===== src/rtl/bus_addr_dec_tmo_pkg.sv =====
// Shared bus definitions for the registered slave-select decoder:
// FSM encodings, default geometry and active-low select levels.
package bus_addr_dec_tmo_pkg;

    typedef enum logic [1:0] {
        ST_IDLE   = 2'b00,
        ST_ACCESS = 2'b01,
        ST_ERROR  = 2'b10
    } state_t;

    localparam int DEF_SLAVE_NUM = 8;
    localparam int DEF_ADDR_W    = 30;
    localparam int DEF_IDX_W     = 3;

    localparam logic ASSERT_N   = 1'b0;
    localparam logic DEASSERT_N = 1'b1;

endpackage


===== src/rtl/bus_tmo_cnt.sv =====
// Access timeout counter: cleared while no access is in flight, counts up
// during an access and flags the last permitted cycle.
module bus_tmo_cnt #(
    parameter int TMO_W      = 8,
    parameter int TMO_CYCLES = 255
) (
    input  logic clk,
    input  logic reset,
    input  logic clr,
    input  logic inc,
    output logic tc
);

    logic [TMO_W-1:0] cnt;

    always_ff @(posedge clk or negedge reset) begin
        if (!reset) begin
            cnt <= '0;
        end else if (clr) begin
            cnt <= '0;
        end else if (inc) begin
            cnt <= cnt + TMO_W'(1);
        end
    end

    // TMO_CYCLES of zero means the access may last forever.
    assign tc = (TMO_CYCLES != 0) && (cnt == TMO_W'(TMO_CYCLES - 1));

endmodule


===== src/rtl/bus_addr_dec_tmo.sv =====
// Registered slave-select decoder with per-slave enable mask, unmapped-slave
// detection and access timeout; errored cycles are terminated locally.
//
// state  | meaning
// IDLE   | waiting for the address strobe, all selects released
// ACCESS | one chip select held low until slave ready or timeout
// ERROR  | one-cycle error response, decoder drives err_rdy_
module bus_addr_dec_tmo
    import bus_addr_dec_tmo_pkg::*;
#(
    parameter int SLAVE_NUM  = DEF_SLAVE_NUM,
    parameter int ADDR_W     = DEF_ADDR_W,
    parameter int IDX_W      = DEF_IDX_W,
    parameter int TMO_CYCLES = 255,
    parameter int TMO_W      = 8,
    parameter int ECNT_W     = 8
) (
    input  logic                 clk,
    input  logic                 reset,
    input  logic [ADDR_W-1:0]    s_addr,
    input  logic                 s_as_,
    input  logic                 m_rdy_,
    input  logic [SLAVE_NUM-1:0] slave_en,
    input  logic                 err_clr,
    output logic [SLAVE_NUM-1:0] cs_n,
    output logic                 busy,
    output logic                 err,
    output logic                 err_rdy_,
    output logic [ADDR_W-1:0]    err_addr,
    output logic [ECNT_W-1:0]    err_cnt,
    output logic [IDX_W-1:0]     cur_idx
);

    localparam int EN_W = 1 << IDX_W;

    state_t              state;
    state_t              state_nx;
    logic [EN_W-1:0]     en_pad;
    logic [IDX_W-1:0]    dec_idx;
    logic [IDX_W-1:0]    sel_idx;
    logic                dec_ok;
    logic                strobe;
    logic                tmo_tc;
    logic [ADDR_W-1:0]   acc_addr;

    // Indices beyond SLAVE_NUM land on zero-padded enable bits, so one
    // lookup covers both the unmapped and the disabled case.
    assign en_pad  = EN_W'(slave_en);
    assign dec_idx = s_addr[ADDR_W-1 -: IDX_W];
    assign dec_ok  = en_pad[dec_idx];
    assign strobe  = (state == ST_IDLE) && !s_as_;
    assign sel_idx = (state == ST_IDLE) ? dec_idx : cur_idx;

    bus_tmo_cnt #(
        .TMO_W      (TMO_W),
        .TMO_CYCLES (TMO_CYCLES)
    ) u_tmo_cnt (
        .clk   (clk),
        .reset (reset),
        .clr   (state != ST_ACCESS),
        .inc   (state == ST_ACCESS),
        .tc    (tmo_tc)
    );

    always_comb begin
        state_nx = state;
        case (state)
            ST_IDLE: begin
                if (!s_as_) begin
                    state_nx = dec_ok ? ST_ACCESS : ST_ERROR;
                end
            end
            ST_ACCESS: begin
                // Ready in the timeout cycle still completes normally.
                if (!m_rdy_) begin
                    state_nx = ST_IDLE;
                end else if (tmo_tc) begin
                    state_nx = ST_ERROR;
                end
            end
            default: state_nx = ST_IDLE;
        endcase
    end

    always_ff @(posedge clk or negedge reset) begin
        if (!reset) begin
            state <= ST_IDLE;
        end else begin
            state <= state_nx;
        end
    end

    always_ff @(posedge clk or negedge reset) begin
        if (!reset) begin
            cs_n     <= '1;
            busy     <= 1'b0;
            err      <= 1'b0;
            err_rdy_ <= DEASSERT_N;
            err_addr <= '0;
            err_cnt  <= '0;
            cur_idx  <= '0;
            acc_addr <= '0;
        end else begin
            cs_n     <= (state_nx == ST_ACCESS) ? ~(SLAVE_NUM'(1) << sel_idx) : '1;
            busy     <= (state_nx == ST_ACCESS);
            err      <= (state_nx == ST_ERROR);
            err_rdy_ <= (state_nx == ST_ERROR) ? ASSERT_N : DEASSERT_N;

            if (strobe) begin
                cur_idx  <= dec_idx;
                acc_addr <= s_addr;
            end

            if (strobe && !dec_ok) begin
                err_addr <= s_addr;
            end else if ((state == ST_ACCESS) && (state_nx == ST_ERROR)) begin
                err_addr <= acc_addr;
            end

            if (err_clr) begin
                err_cnt <= '0;
            end else if ((state_nx == ST_ERROR) && !(&err_cnt)) begin
                err_cnt <= err_cnt + ECNT_W'(1);
            end
        end
    end

endmodule


===== config.mk =====
export PLATFORM = sky130hd
export DESIGN_NAME = bus_addr_dec_tmo
export DESIGN_NICKNAME = d
export VERILOG_FILES = /design/src/rtl/bus_addr_dec_tmo_pkg.sv /design/src/rtl/bus_tmo_cnt.sv /design/src/rtl/bus_addr_dec_tmo.sv
export SDC_FILE = /design/constraint.sdc
export NUM_CORES = 1
export LEC_CHECK = 0
export BUFFER_PORTS_ARGS = -buffer_cell sky130_fd_sc_hd__buf_2
export CORE_MARGIN = 2
export CORE_UTILIZATION = 45
export DETAILED_ROUTE_END_ITERATION = 8
export PLACE_DENSITY = 0.66
export SETUP_SLACK_MARGIN = 0.4
export SYNTH_ARGS = -nofsm -noshare
export SYNTH_HDL_FRONTEND = slang
export SYNTH_HIERARCHICAL = 1
export SYNTH_SLANG_ARGS = --single-unit

===== constraint.sdc =====
create_clock -name clk -period 2.6 [get_ports clk]
set_input_delay 0.52 -clock clk [delete_from_list [all_inputs] [get_ports clk]]
set_output_delay 0.52 -clock clk [all_outputs]
set_load 0.05 [all_outputs]

---- Yosys cells after proc, flatten, opt, wreduce, memory -nomap -nowiden ----
Cells that the tools add are included.
word-level totals
  register bits after elaboration ......... 92
  input port bits ......................... 43
  output and inout port bits .............. 52
  logic and storage cells ................. 48
cells by class
  add/subtract/negate cells ............... 2
  order comparisons ....................... 1
  equality and inequality tests ........... 5
  shift operators ......................... 1
  muxes and demuxes ....................... 16
  bitwise logic cells ..................... 1
  reduce and logical (&&, ||, !) cells .... 12
operators by type and width
  operator                                                     number
  2-to-1 mux 30 bit                                            2
  2-to-1 mux 8 bit                                             5
  adder 8 x 1 -> 8 bit (second input constant)                 2
  == test 8 bit (second input constant)                        1
  2-to-1 mux 2 bit                                             4
  inverter 8 bit                                               1
  AND reduction 8 bit                                          1
  << shifter 1 x 3 -> 8 bit (first input constant)             1
  nonzero test 2 bit                                           3
  == test 2 x 1 -> 1 bit (second input constant)               2
  logical AND 1 bit                                            4
  less-than comparator 3 x 4 -> 1 bit (second input constant)  1
  case mux 2 bit (2 select lines)                              1
  binary-select mux 1 bit (select 3 bit)                       1
  logical NOT 1 bit                                            3
  2-to-1 mux 3 bit                                             1
  == test 2 bit (second input constant)                        1
  logical NOT 2 bit                                            1
  2-to-1 mux 1 bit                                             2
  != test 2 x 1 -> 1 bit (second input constant)               1

---- Logic depth before layout (Yosys ltp) ----
  depth after elaboration ................. 9
  gate-level depth with buffers ........... 10
  gate-level depth less buffers ........... 8

---- Cells and area by module ----
The synthesis kept the hierarchy.
by module, submodules not included
  module            instances  cells an instance  area each (um2)  sequential area each (um2)
  bus_addr_dec_tmo  1          378                3,641.0          2,038.2
  bus_tmo_cnt       1          41                 410.4            200.2

---- Least setup slack after synthesis ----
OpenSTA, ideal clock, no wires.
  path type ............................... input to register
  from .................................... in s_addr[28]
  to ...................................... reg err_cnt[5]
  library setup time ...................... 0.128 ns
  arrival time ............................ 1.993 ns
  data required time ...................... 2.472 ns
  slack ................................... 0.480 ns
  stages .................................. 7
  path buffers ............................ 2
  cells stage by stage .................... buf_4 > mux2_4 > a2bb2oi_2 > a21o_1 > buf_6 > a211oi_2 > mux2_1
between the ends
  longest elaborated chain between the ends .. 8
RTL lines
  what                                    line                     RTL
  start: declaration                      bus_addr_dec_tmo.sv:20   input logic [ADDR_W-1:0] s_addr,
  binary-select mux 1 bit (select 3 bit)  bus_addr_dec_tmo.sv:50   assign dec_ok = en_pad[dec_idx];
  2-to-1 mux 1 bit (not written as such)  bus_addr_dec_tmo.sv:50
  2-to-1 mux 2 bit                        bus_addr_dec_tmo.sv:70   state_nx = dec_ok ? ST_ACCESS : ST_ERROR;
  2-to-1 mux 2 bit                        bus_addr_dec_tmo.sv:69   if (!s_as_) begin
  case mux 2 bit (2 select lines)         bus_addr_dec_tmo.sv:67   case (state)
  == test 2 bit                           bus_addr_dec_tmo.sv:122  end else if ((state_nx == ST_ERROR) && !(&err_cnt)) begin
  logical AND 1 bit                       bus_addr_dec_tmo.sv:122
  nonzero test 2 bit (no source line)     n/a
  end signal: assignment                  bus_addr_dec_tmo.sv:123  err_cnt <= err_cnt + ECNT_W'(1);
  end: declaration                        bus_addr_dec_tmo.sv:30   output logic [ECNT_W-1:0] err_cnt,
Every way passes these cells. The select of a mux whose other input is x is not followed.
A chain may end at the register's enable or synchronous reset.

---- Worst setup path in the final report ----
  from .................................... in s_addr[28]
  to ...................................... reg err_cnt[2]
Same word-level chain as after synthesis.

==> flow_summary.toml <==
[timing]
relSlewSlack_pct = 62.0
fmax_mhz = 494
fin_skew_ps = 10.7
min_period_over_period_pct = 77.8
setup_viol = 0
grt_setup_unrepaired = "false"
setup_tns_ps = 0
post-route-min-period_ps = 2020
hold_viol = 0
drv_slew = 0
worst_pin_slew_ps = 565

[die]
start_util_pct = 46.5
coreArea_mm2 = 0.00872
die_w_um = 98.9
row_count = 34
die_area_mm2 = 0.00978
io_pins = 95
die_h_um = 98.9

[power]
ir_worst_vdd_mv = 0.508
p_per_area_mw_per_mm2 = 927
p_leak_nw = 2.52

[clock_network]
clk_path_buf_depth = 2
clkTransAtPathRegs_ps = 90
cts_root_buf = "clkbuf_8"
cts_buffers = 9
cts_tree = "built"
cts_resized = 0
cts_num_sinks = 89
cts_hold_buf = 0
cts_htree_levels = 3
clk_latency_ps = 350
cts_setup_buffers = 0

[setup_path]
criticalPathCategory = "in -> reg"
cp.arrival_ps = 2260
cp.required_ps = 2840
critPathMaxFanout = 12
slowest_delay_ps = 360
path_cells = "buf_2 > mux2_4 > a2bb2oi_2 > a21o_1 > a211oi_1 > mux2_2"
slowest_stage = "mux2_2"
end_kind = "flop"
cp-start-kind = "input pin"

[job]
cap_viol_max_count = 0

[route]
drt-met1-wl_mm = 3.89
vias_per_cell = 5.06
drc = 0
drt_pre_antenna_iters = 4
wl_per_cell_um = 13.7
final_antenna_net_count = 0
drt-initial-drc-count = 146
drt_wl_total_mm = 8.46
num_vias = 3127
route.met3.wl_um = 537
wl_met2_mm = 3.92
highest_layer = "met4"

[synthesis]
synth_top_area_share_pct = 49.4
synth-seq-cells = 89
synth_common_cells = "139 x nand2_1, 80 x dfrtp_1, 34 x o21ai_0"
yosys_warnings = 6
yosys.area.top_type = "dfrtp_1"
syn_nets = 465
synth_edf_count = 0
yosysSeqAreaShare_pct = 55.3
synth.most_common_cell = "nand2_1"
synth_area_mm2 = 0.00405
synthTopCellsByArea = "dfrtp_1 49%, nand2_1 13%, mux2i_1 7.7%"
async_flop_share_pct = 100
synth_cells = 419
syn_avg_cell_area_um2 = 9.67
synth_ff_type = "dfrtp_1"
synth_cell_types = 43

[placed_design]
post-place-cells = 602
place_congestion = 0.729
place.port_buffers = 94
hpwlAfterDp_mm = 5.63
place_area_mm2 = 0.00463

[finish]
n_fill_cell = 794
area_growth_pct = 19.7
layout-drive-gt1-share_pct = 27.6
design_area_mm2 = 0.00485
final_util_pct = 55.6
n_antenna_cell = 0
finalNetCount = 551
stdcell_count = 618

[global_routing]
antenna_found_initial = 0
grt_pass1_vias = 3114
grt_pass1_wl_mm = 14.6
grt_util_all_layers_pct = 18.4
grt_max_degree = 55
grt.overflow.total = 0

[run_status]
status = "finished clean"

[worst_hold_path]
hp-class = "in -> async"
-- registers in the layout, indices dropped and copies added (netlist names) --
signal         cells
busy               1
u_tmo_cnt/cnt      8
err_rdy_           1
cur_idx            3
err                1
err_cnt            8
err_addr          30
acc_addr          27
state              2
cs_n               8
-- worst paths after layout --
check	from	end	slack (ps)	depth (start not counted)
max	s_addr[28]	err_cnt[2]$_DFFE_PN0P_	580	6
min	reset	err_cnt[1]$_DFFE_PN0P_	150	1
max reg2reg	err_cnt[0]$_DFFE_PN0P_	err_cnt[5]$_DFFE_PN0P_	600	6
min reg2reg	acc_addr[5]$_DFFE_PN0P_	acc_addr[5]$_DFFE_PN0P_	480	2
max in group asynchronous	reset	err_addr[20]$_DFFE_PN0P_	1780	2
min in group clk	s_addr[13]	acc_addr[13]$_DFFE_PN0P_	370	3
-- per-stage QoR --
stage	hold slack, ps	worst slack, ps	total power [mW]
after detailed placement	462	207	3.57
after floorplan	224	480	3.15
final	152	576	4.49
after global routing	194	422	4.75
after global placement	456	250	3.54
after CTS	170	466	4.55
-- area by class of cell --
cell class	instances	area, µm²	share of cell area [%]
multi-input combinational	298	1690	34.8
tap	108	135	2.79
clock buffer	10	138	2.84
inverter	6	22.5	0.465
clock inverter	6	66.3	1.37
timing repair buffer	101	563	11.6
sequential	89	2240	46.2
-- critical path, delay by kind of cell --
| family | cells | cell delay (ps) |
|---|---|---|
| buf+inv | 1 | 190 |
| compound gates | 3 | 860 |
| mux | 2 | 680 |
-- layer usage --
layer / track usage [%] / vias up
li1: - / 1552
met1: 25.2 / 1488
met2: 27.8 / 78
met3: 5.18 / 9
met4: 7.59 / 0
met5: 0 / -
-- power by group --
group / leakage (nW) / switching [mW] / internal (mW)
Clock: 0.0965 / 0.495 / 0.472
Combinational: 1.32 / 1.20 / 0.404
Sequential: 1.11 / 0.195 / 1.73
-- layout by cell type (no fill, tap or decap), drive strengths merged, types with 2 or more instances in the layout --
cell / Yosys / layout
clkinv: 0 / 2
xor2: 3 / 3
nand2: 139 / 139
nand2b: 4 / 4
nand3: 6 / 6
inv: 6 / 7
nand4: 4 / 4
ha: 3 / 3
o21ai: 34 / 34
a211oi: 5 / 5
or3: 4 / 4
dfrtp: 80 / 80
a21oi: 6 / 6
a31oi: 2 / 2
nand3b: 2 / 2
clkinvlp: 0 / 2
nor2b: 8 / 8
buf: 15 / 101
nor3: 3 / 3
dfstp: 9 / 9
nor2: 21 / 21
and3: 2 / 2
clkbuf: 11 / 10
mux2i: 31 / 31
a31o: 3 / 3
mux2: 7 / 7
-- cell families (layout without fill, tap and decap cells) --
| logic type | after synthesis | in the layout | share of synthesized area, % |
|---|---|---|---|
| AND/OR/NAND/NOR | 195 | 195 | 20.5 |
| flip-flops | 89 | 89 | 55.3 |
| AO/OA/AOI/OAI | 58 | 58 | 8.83 |
| multiplexers | 38 | 38 | 9.70 |
| buffers and inverters | 32 | 123 | 3.92 |
| XOR/XNOR | 4 | 4 | 0.865 |
| adder cells (fa/ha/maj) | 3 | 3 | 0.927 |
Note: power is estimated with default switching activity, not from simulation.
